`src/rtl/router_pkt_tx.sv`:
```
// Packet source for the 1x3 router input port.
// Buffers a full payload for a request, then sends header, payload and parity
// to the router while honouring its busy back-pressure.
module router_pkt_tx #(
    parameter int IDLE_GAP = 2
) (
    input  logic       clk,
    input  logic       rst,
    input  logic       req_valid,
    input  logic [1:0] req_addr,
    input  logic [5:0] req_len,
    output logic       req_ready,
    input  logic [7:0] pl_data,
    input  logic       pl_valid,
    output logic       pl_ready,
    input  logic       busy,
    output logic       packet_valid,
    output logic [7:0] data_out,
    output logic       tx_done,
    output logic       req_err
);

    localparam logic [2:0] S_IDLE    = 3'd0;
    localparam logic [2:0] S_LOAD    = 3'd1;
    localparam logic [2:0] S_HEADER  = 3'd2;
    localparam logic [2:0] S_PAYLOAD = 3'd3;
    localparam logic [2:0] S_PARITY  = 3'd4;
    localparam logic [2:0] S_GAP     = 3'd5;

    localparam int GW = (IDLE_GAP > 1) ? $clog2(IDLE_GAP) : 1;

    logic [2:0]    state;
    logic [7:0]    header;
    logic [7:0]    parity;
    logic [5:0]    wcnt;
    logic [5:0]    idx;
    logic [GW-1:0] gcnt;
    logic          tx_done_r;
    logic          req_err_r;
    logic [7:0]    mem [0:63];

    // Payload length lives in the upper six bits of the latched header.
    logic [5:0] len_m1;
    assign len_m1 = header[7:2] - 6'd1;

    // Main sequencer: request intake, payload load, byte transmit, idle gap.
    always_ff @(posedge clk) begin
        if (rst) begin
            state     <= S_IDLE;
            header    <= '0;
            parity    <= '0;
            wcnt      <= '0;
            idx       <= '0;
            gcnt      <= '0;
            tx_done_r <= 1'b0;
            req_err_r <= 1'b0;
        end else begin
            tx_done_r <= 1'b0;
            req_err_r <= 1'b0;
            case (state)
                S_IDLE: begin
                    if (req_valid) begin
                        if (req_addr == 2'd3 || req_len == 6'd0) begin
                            req_err_r <= 1'b1;
                        end else begin
                            header <= {req_len, req_addr};
                            parity <= {req_len, req_addr};
                            wcnt   <= '0;
                            state  <= S_LOAD;
                        end
                    end
                end
                S_LOAD: begin
                    if (pl_valid) begin
                        parity <= parity ^ pl_data;
                        wcnt   <= wcnt + 6'd1;
                        if (wcnt == len_m1) state <= S_HEADER;
                    end
                end
                S_HEADER: begin
                    if (!busy) begin
                        idx   <= '0;
                        state <= S_PAYLOAD;
                    end
                end
                S_PAYLOAD: begin
                    if (!busy) begin
                        idx <= idx + 6'd1;
                        if (idx == len_m1) state <= S_PARITY;
                    end
                end
                S_PARITY: begin
                    if (!busy) begin
                        tx_done_r <= 1'b1;
                        gcnt      <= GW'(IDLE_GAP - 1);
                        state     <= S_GAP;
                    end
                end
                S_GAP: begin
                    if (gcnt == '0) state <= S_IDLE;
                    else            gcnt  <= gcnt - 1'b1;
                end
                default: state <= S_IDLE;
            endcase
        end
    end

    // Payload buffer write port; contents are don't-care across reset.
    always_ff @(posedge clk) begin
        if (!rst && state == S_LOAD && pl_valid) mem[wcnt] <= pl_data;
    end

    // Output decode from registered state only.
    always_comb begin
        req_ready    = (state == S_IDLE);
        pl_ready     = (state == S_LOAD);
        packet_valid = (state == S_HEADER) || (state == S_PAYLOAD);
        tx_done      = tx_done_r;
        req_err      = req_err_r;
        case (state)
            S_HEADER:  data_out = header;
            S_PAYLOAD: data_out = mem[idx];
            S_PARITY:  data_out = parity;
            default:   data_out = 8'h00;
        endcase
    end

endmodule

```
`config.mk`:
```
export PLATFORM = sky130hd
export DESIGN_NAME = router_pkt_tx
export DESIGN_NICKNAME = d
export VERILOG_FILES = /design/src/rtl/router_pkt_tx.sv
export SDC_FILE = /design/constraint.sdc
export NUM_CORES = 1
export LEC_CHECK = 0
export BUFFER_PORTS_ARGS = -buffer_cell sky130_fd_sc_hd__buf_2
export CAP_MARGIN = 20
export CORE_MARGIN = 2
export CORE_UTILIZATION = 29
export DETAILED_ROUTE_END_ITERATION = 7
export PLACE_DENSITY = 0.41
export SYNTH_ARGS = -nofsm -noshare
export SYNTH_HDL_FRONTEND = slang
export SYNTH_SLANG_ARGS = --single-unit
```
`constraint.sdc`:
```
create_clock -name clk -period 3.4 [get_ports clk]
set_clock_uncertainty 0.2 [all_clocks]
set_input_delay 0.34 -clock clk [delete_from_list [all_inputs] [get_ports clk]]
set_output_delay 0.34 -clock clk [all_outputs]
set_load 0.005 [all_outputs]
```
==> flow_metrics.py <==
metrics = {
    "floorplan": {
        "start_util_pct": 29.2,
        "die_w_um": 280,
        "dieHeight_um": 280,
        "num_rows": 101,
        "pin_count": 34,
        "coreArea_um2": 75700,
        "die_area_um2": 78500,
    },
    "global_routing": {
        "grt_use_met3_pct": 2.37,
        "grt.overflow.total": 0,
        "grt_start_max_net_pins": 49,
        "antenna_found_initial": 0,
        "grtUsageMet1_pct": 23.5,
        "grt_pass1_wl_mm": 91.0,
        "grt_most_used_layer": "met2",
        "grt_pass1_vias": 12440,
        "grt_use_total_pct": 16.2,
        "grt_use_met2_pct": 25.9,
    },
    "critical_path": {
        "crit_type": "reg2out",
        "worstPathRequired_ns": 2.86,
        "arrival_ns": 2.97,
        "ff2ff_path_depth": 9,
        "worst_setup_path_start_kind": "flop",
        "crit_fanout": 5,
        "r2r_end": "state[1]",
        "end_kind": "primary output",
        "r2r_start": "header[2]",
        "cp-endpoint": "data_out[6]",
        "r2r_setup_slack_ns": 0.38,
    },
    "cells_and_area": {
        "drive_above_1_share_pct": 33.6,
        "nNetsFinal": 1406,
        "syn2layout_area_growth_pct": 23.7,
        "fin_area_um2": 27400,
        "mostFrequentLayoutCells": "512 x edfxtp_1, 134 x mux4_2, 133 x buf_4",
        "stdcell_count": 2405,
        "mostFrequentLayoutCell": "edfxtp_1",
        "n_antenna_cell": 0,
    },
    "outcome": {
        "violations": "setup timing",
        "status": "finished with violations",
    },
    "clock_network": {
        "clockBufferDepth": 3,
        "cts_buffers": 58,
        "path_clk_slew_ns": 0.07,
        "root_buffer": "clkbuf_16",
        "insertion_delay_ns": 0.61,
        "cts_tree": "yes",
        "htree_num_levels": 2,
        "clock-sinks": 552,
    },
    "timing": {
        "fin_crit_sh_pct": 103,
        "hold_viol_final": 0,
        "worst_slack_ns": -0.110,
        "min_period_ns": 3.51,
        "report.final.slew_viol_count": 0,
        "fmax_mhz": 285,
        "rsz0062_at_grt": "yes",
        "slew_headroom_pct": 40.9,
        "tns_ns": -0.532,
        "tightest_slew_ns": 0.887,
        "setup_viol": 8,
    },
    "placed_design": {
        "gp_congestion": 0.795,
        "placed_area_um2": 24200,
        "post-place-cells": 2233,
        "numPortBuffers": 33,
        "dp_hpwl_mm": 39.8,
    },
    "synthesis": {
        "synthFlopType": "edfxtp_1",
        "ys_async_sr_fraction_pct": 0,
        "synth_top_area_share_pct": 69.5,
        "syn_area_per_cell_um2": 19.0,
        "synth_seq_area_share_pct": 73.2,
        "synthTopCellsByArea": "edfxtp_1 70%, mux4_2 14%, dfxtp_1 3.6%",
        "synth_cells": 1164,
        "synthAdderAreaFrac_pct": 0.170,
        "synth_xor_area_share_pct": 0.956,
        "synth_edf_count": 512,
        "syn_nets": 1188,
        "syn_area_um2": 22100,
        "synth_compound_area_share_pct": 3.68,
        "yosys_warnings": 0,
        "synth_top_family_by_area": "multiplexers",
        "synth_top_area_cell": "edfxtp_1",
        "netlist-cell-type-count": 61,
        "synthMuxAreaShare_pct": 15.5,
        "ys_ff_latch": 552,
        "synthSimpleGateAreaFrac_pct": 4.69,
    },
    "power_and_ir_drop": {
        "total_power_mw": 14.4,
        "vdd_drop_max_mv": 0.330,
        "p_per_area_nw_per_um2": 527,
        "p_leak_nw": 8.69,
    },
    "route": {
        "ant_nets": 0,
        "firstDrtPassIters": 4,
        "drt-total-wl_mm": 63.1,
        "drtIter0Drc": 1065,
        "vias": 11832,
        "drc": 0,
        "wl_per_cell_um": 26.2,
        "via_per_inst": 4.92,
    },
    "hold_path": {
        "min-delay-start": "pl_valid",
        "worst_hold_path_type": "in2reg",
    },
    "flow_run": {
        "max_cap_violations": 0,
    },
}
## final cells by class
| class | instances | area, µm² |
|---|---|---|
| fillers | 6974 | 48300 |
| well taps | 978 | 1220 |
| flip-flops and latches | 552 | 16200 |
| repair buffers | 224 | 2150 |
| clock buffers | 69 | 1540 |
| multi-input cells | 538 | 5790 |
| clock inverters | 36 | 427 |
| inverters | 8 | 30.0 |
## Yosys cell counts, drive strengths merged, types with 6 or more instances
library cell,number
o21ai,24
clkbuf,23
mux2i,35
nand3b,8
buf,43
dfxtp,40
mux4,134
nand4,6
a21oi,22
o211ai,11
edfxtp,512
a211oi,9
a2bb2oi,8
nor2b,11
o22ai,10
inv,8
nand2,34
nor3b,12
xnor2,6
a22oi,11
nand3,15
xor2,13
nor2,107
## kinds of logic (layout without fill, tap and decap cells)
logic type	Yosys count	count (layout)
fa+ha+maj	3	3
xor+xnor	21	21
mux	174	174
compound gates	121	121
flops	552	552
simple gates	219	219
buf+inv	74	337
## state kept, by name, summed over array words and instances, names as in the netlist, named ones only
name     count
mem        512
header       8
tx_done      1
state        3
wcnt         6
idx          6
parity       8
req_err      1
gcnt         1
## timing repair
item                                    in CTS  in global routing
hold buffers                                21                  0
resized for setup                           63                 29
hold endpoints to repair                    44                  0
cloned                                       9                  1
buffers inserted                            30                  8
pin swaps                                   16                 13
endpoints found under the setup margin       8                  8
## how the worst min path moves through the flow
stage,endpoint,slack [ns],depth (start not counted)
floorplan,mem[0][0],0.24,0
global placement,parity[4],0.29,2
detailed placement,header[0],0.30,2
CTS,state[1],0.0002,5
global route,mem[25][1],0.03,1
finish,wcnt[0],0.02,5
## where the power goes
group | switching (mW) | internal [mW] | total (mW) | leakage [nW]
logic | 0.236 | 0.113 | 0.349 | 2.79
registers | 0.0206 | 7.43 | 7.45 | 4.93
clock network | 2.63 | 3.97 | 6.61 | 0.972
total | 2.89 | 11.5 | 14.4 | 8.69
## through the flow
stage,hold slack [ns],utilization [%],setup WS [ns]
2_1_floorplan,0.239,-,0.968
3_3_place_gp,0.292,32.0,0.242
3_5_place_dp,0.300,32.0,0.219
4_1_cts,0.000209,35.9,-0.239
5_1_grt,0.0300,36.1,-0.183
6_report,0.0249,36.1,-0.110
## per-layer routing
| metal | up-vias | wire, µm |
|---|---|---|
| met5 | - | 0 |
| met4 | 0 | 1060 |
| met3 | 68 | 2390 |
| met2 | 237 | 29700 |
| met1 | 6342 | 29900 |
| li1 | 5185 | - |
## worst max-delay path, stage by stage, from the launching register on
cell	delay (ns)
dfxtp_4	0.39
buf_12	0.15
buf_12	0.14
buf_16	0.14
mux4_2	0.49
mux4_2	0.59
a21oi_4	0.23
nand2_2	0.10
buf_6	0.12
Power figures use the tool's default switching activity.
